**src/rtl/rfile_pkg.sv**
```systemverilog
// Shared constants and types for the general-purpose register file.
//   RF_DATA_W  register width in bits
//   RF_ADDR_W  register address width
//   RF_DEPTH   number of registers (2**RF_ADDR_W)
//   rf_addr_t  register address type
//   rf_data_t  register data type
package rfile_pkg;

    localparam int RF_DATA_W = 32;
    localparam int RF_ADDR_W = 5;
    localparam int RF_DEPTH  = 1 << RF_ADDR_W;

    typedef logic [RF_ADDR_W-1:0] rf_addr_t;
    typedef logic [RF_DATA_W-1:0] rf_data_t;

endpackage

```
**src/rtl/rfile_rdport.sv**
```systemverilog
// One combinational read port of the register file.
// It selects the addressed register and optionally forwards the in-flight
// write data. When R0_ZERO is set, it forces register 0 to read as zero.
// Ports:
//   addr        read address
//   regs        flattened register storage, entry i = register i
//   write_en    write enable of the write port (used for forwarding)
//   write_reg   write address of the write port (used for forwarding)
//   write_data  write data of the write port (forwarded value)
//   data        read result
module rfile_rdport
    import rfile_pkg::*;
#(
    parameter int DATA_W  = RF_DATA_W,
    parameter int ADDR_W  = RF_ADDR_W,
    parameter int R0_ZERO = 0,
    parameter int BYPASS  = 0
) (
    input  logic [ADDR_W-1:0]                      addr,
    input  logic [(1<<ADDR_W)-1:0][DATA_W-1:0]     regs,
    input  logic                                   write_en,
    input  logic [ADDR_W-1:0]                      write_reg,
    input  logic [DATA_W-1:0]                      write_data,
    output logic [DATA_W-1:0]                      data
);

    always_comb begin
        // NOTE: assign a default first so every path drives data; a missing
        // branch in always_comb would otherwise infer a latch.
        data = regs[addr];
        if (BYPASS != 0 && write_en && write_reg == addr) begin
            data = write_data;
        end
        // The zero register wins over forwarding: a dropped write must never
        // become visible, not even for one cycle.
        if (R0_ZERO != 0 && addr == '0) begin
            data = '0;
        end
    end

endmodule

```
**src/rtl/rfile.sv**
```systemverilog
// General-purpose register file for the CPU datapath: 2**ADDR_W registers of
// DATA_W bits, two combinational read ports and one synchronous write port.
// Ports:
//   clk          clock; writes happen on the rising edge
//   rst          asynchronous active-low reset, clears every register
//   read_reg_1   read port 1 address
//   read_reg_2   read port 2 address
//   write_en     write enable, sampled at posedge clk
//   write_reg    write address
//   write_data   write data
//   read_data_1  contents of register read_reg_1
//   read_data_2  contents of register read_reg_2
module rfile
    import rfile_pkg::*;
#(
    parameter int DATA_W  = RF_DATA_W,
    parameter int ADDR_W  = RF_ADDR_W,
    parameter int R0_ZERO = 0,
    parameter int BYPASS  = 0
) (
    input  logic              clk,
    input  logic              rst,
    input  logic [ADDR_W-1:0] read_reg_1,
    input  logic [ADDR_W-1:0] read_reg_2,
    input  logic              write_en,
    input  logic [ADDR_W-1:0] write_reg,
    input  logic [DATA_W-1:0] write_data,
    output logic [DATA_W-1:0] read_data_1,
    output logic [DATA_W-1:0] read_data_2
);

    localparam int DEPTH = 1 << ADDR_W;

    logic [DEPTH-1:0][DATA_W-1:0] regs;
    logic                         write_ok;

    // With a hardwired zero register, writes to address 0 are dropped at the
    // source, so the storage for register 0 simply stays at its reset value.
    assign write_ok = write_en && !(R0_ZERO != 0 && write_reg == '0);

    // NOTE: the whole array sits on the async reset because the datapath
    // relies on every register reading as zero after reset; that rules out
    // mapping this storage onto a RAM macro without reset.
    always_ff @(posedge clk or negedge rst) begin
        if (!rst) begin
            regs <= '0;
        end else if (write_ok) begin
            // NOTE: non-blocking so same-edge readers of regs see the old value.
            regs[write_reg] <= write_data;
        end
    end

    rfile_rdport #(
        .DATA_W (DATA_W),
        .ADDR_W (ADDR_W),
        .R0_ZERO(R0_ZERO),
        .BYPASS (BYPASS)
    ) u_rdport_1 (
        .addr      (read_reg_1),
        .regs      (regs),
        .write_en  (write_en),
        .write_reg (write_reg),
        .write_data(write_data),
        .data      (read_data_1)
    );

    rfile_rdport #(
        .DATA_W (DATA_W),
        .ADDR_W (ADDR_W),
        .R0_ZERO(R0_ZERO),
        .BYPASS (BYPASS)
    ) u_rdport_2 (
        .addr      (read_reg_2),
        .regs      (regs),
        .write_en  (write_en),
        .write_reg (write_reg),
        .write_data(write_data),
        .data      (read_data_2)
    );

endmodule

```
**config.mk**
```make
export PLATFORM = sky130hd
export DESIGN_NAME = rfile
export DESIGN_NICKNAME = d
export VERILOG_FILES = /design/src/rtl/rfile_pkg.sv /design/src/rtl/rfile_rdport.sv /design/src/rtl/rfile.sv
export SDC_FILE = /design/constraint.sdc
export NUM_CORES = 2
export LEC_CHECK = 0
export BUFFER_PORTS_ARGS = -buffer_cell sky130_fd_sc_hd__buf_2
export CAP_MARGIN = 0
export CELL_PAD_IN_SITES_DETAIL_PLACEMENT = 2
export CELL_PAD_IN_SITES_GLOBAL_PLACEMENT = 2
export CORE_MARGIN = 4
export CORE_UTILIZATION = 48
export DETAILED_ROUTE_END_ITERATION = 6
export PLACE_DENSITY_LB_ADDON = 0.1
export SYNTH_ARGS = -nofsm -noshare
export SYNTH_HDL_FRONTEND = slang
export SYNTH_HIERARCHICAL = 1
export SYNTH_SLANG_ARGS = --single-unit
```
**constraint.sdc**
```tcl
create_clock -name clk -period 4.4 [get_ports clk]
set_clock_uncertainty 0.15 [all_clocks]
set_input_delay 1.1 -clock clk [delete_from_list [all_inputs] [get_ports clk]]
set_output_delay 1.1 -clock clk [all_outputs]
set_load 0.1 [all_outputs]
```
==> reports/qor.yml <==
vias_per_cell: 6.89
ctsLongestPathBuffers: 3
dpl_cell_area_um2: 60500
die_area_um2: 122000
die_w_um: 350
drt_iter0_markers: 4021
violations: "setup timing"
layoutNonFillerInstCount: 6311
cts_hold_buf: 0
die_y_um: 350
maxCapViolations: 0
setup_tns_ps: -1510
nNetsFinal: 4727
fin_crit_sh_pct: 105
io_pins: 114
wl_per_cell_um: 39.5
final_common_cell: "dfrtp_1"
netlist_area_um2: 56100
largest_register: "regs"
p_leak_nw: 30.7
drv_slew: 0
netlist_instances: 4607
grt_pass1_wl_um: 338000
final_cell_mix: "1,024 x dfrtp_1, 1,023 x mux2i_1, 1,011 x mux2_2, 193 x nand2_1"
htreeDepth: 3
crit_type: "input port to output port"
ir_worst_vdd_mv: 0.366
core.rowCount: 125
largest_reg_flops: 1024
slew_headroom_pct: 20.5
dpl.hpwl_um: 129000
drive_gt1_share_pct: 34.8
grt_max_degree: 91
numCtsBuffers: 120
ys.flop_type: "dfrtp_1"
grt_setup_unrepaired: "true"
syn_nets: 4657
synthDistinctLibCells: 30
synth-async-reset-ratio_pct: 100
grt_overflow: 0
critPathSlowestCell: "a31oi_1"
worst-endpoint-required_ps: 3150
routed_wl_um: 250000
cts-root-buf: "clkbuf_16"
start_kind: "input port"
power_density_nw_per_um2: 480
synth-seq-cells: 1024
hold_path.class: "input port to asynchronous set/reset pin"
track_usage_pct: 37.0
core_um2: 116000
worstMarginPinSlew_ps: 1190
top_regs: "regs (1024)"
antenna_found_initial: 16
min_period_ps: 4610
outcome: "finished with violations"
synth-edff-count: 0
start_util_pct: 48.3
clk_pin_slew_ps: 50
clk_latency_ps: 760
critical_path.cell_chain: "buf_12 -> buf_4 -> mux2i_1 -> a22oi_1 -> a31oi_1 -> nand3_1 -> buf_2"
route.vias.total: 43500
setup_violations: 23
grt_pass1_vias: 47400
avgSynthCellArea_um2: 12.2
final_area_um2: 65000
clock_sinks: 1024
dp_cells: 6063
hold_violations: 0
yosys_warnings: 6
finalWeightedCongestion: 0.800
fillers: 10500
drtAntennaViolNets: 0
portBuffers: 113
drc: 0
cpPeakStageDelay_ps: 500
drt_first_pass_iters: 5
fmax_ghz: 0.217
cp-end-kind: "output port"
setup_ws_ps: -209
cp_max_fo: 17
areaGrowthSynthToFinish_pct: 15.8
synth-seq-area-share_pct: 45.7
arrival_ps: 3360
cts_tree: "built"
-- power by group --
part,switching (W),leakage [nW],internal [W]
clock network,0.00454,2.01,0.00613
registers,0.00185,13.1,0.0113
logic,0.00411,15.6,0.00326
total,0.0105,30.7,0.0207
-- synth_stat cells (13+ instances only) --
cell type / count / area (um2)
a22oi_1: 192 / 1440
buf_4: 68 / 510
mux2_1: 13 / 146
buf_6: 33 / 372
mux2_2: 1011 / 11400
nand3_1: 196 / 981
a31oi_1: 64 / 400
nand2_1: 207 / 777
a22o_1: 128 / 1120
mux2i_1: 1024 / 10200
dfrtp_1: 1024 / 25600
a21oi_1: 192 / 961
clkbuf_1: 184 / 691
nor2_1: 15 / 56.3
nor3_1: 64 / 320
buf_2: 147 / 736
-- per-layer routing --
layer	global-route usage, %	share of wire [%]	vias to the layer above
met5	0	0.014	-
met2	61.7	48	2210
met1	47.8	39	23300
met4	16.7	5.9	6
li1	-	-	17200
met3	5.66	7.4	791
-- worst max-delay path, delay by kind of cell --
family	cells	cell delay, ps
mux	1	320
buf+inv	3	930
compound gates	2	680
simple gates	1	290
-- logic make-up after synthesis --
family / count (synthesis) / share of synthesized area [%]
compound gates: 576 / 7.00
mux: 2048 / 38.8
simple gates: 510 / 4.19
flops: 1024 / 45.7
buf+inv: 449 / 4.26
-- path summary, 6_finish.rpt --
check                           cells past startpoint        endpoint     startpoint  slack [ps]
worst max-delay path                                7  read_data_1[5]  read_reg_1[1]        -210
worst min-delay path                                1       regs[778]            rst         220
worst max register to register                      1       regs[213]      regs[213]        3300
worst min register to register                      1       regs[802]      regs[802]         380
max in group asynchronous                           2       regs[377]            rst        2730
min in group clk                                    1       regs[802]      regs[802]         380
-- repair_timing --
action,4_1_cts,5_1_grt
endpoints found under the setup margin,14,25
resized for setup,10,19
buffers inserted,4,8
cloned,2,2
pin swaps,0,2
-- cell type report --
class                   count  area, um2  area share [%]
diodes                      8       20.0          0.0308
clock inverters            33        420           0.647
flip-flops and latches   1024      25600            39.5
clock buffers             191       3650            5.62
repair buffers            397       4960            7.63
multi-input cells        3134      28400            43.7
well taps                1524       1910            2.94
-- per-stage QoR --
step	hold WS (ps)	setup slack (ps)	utilization [%]	total power (W)
finish	222	-209	56.0	0.0312
global route	248	-124	56.0	0.0322
CTS	264	-1.61	55.7	0.0305
detailed placement	362	-154	52.1	0.0196
global placement	343	-84.6	52.1	0.0191
floorplan	329	289	-	0.0171
Power figures use the tool's default switching activity.
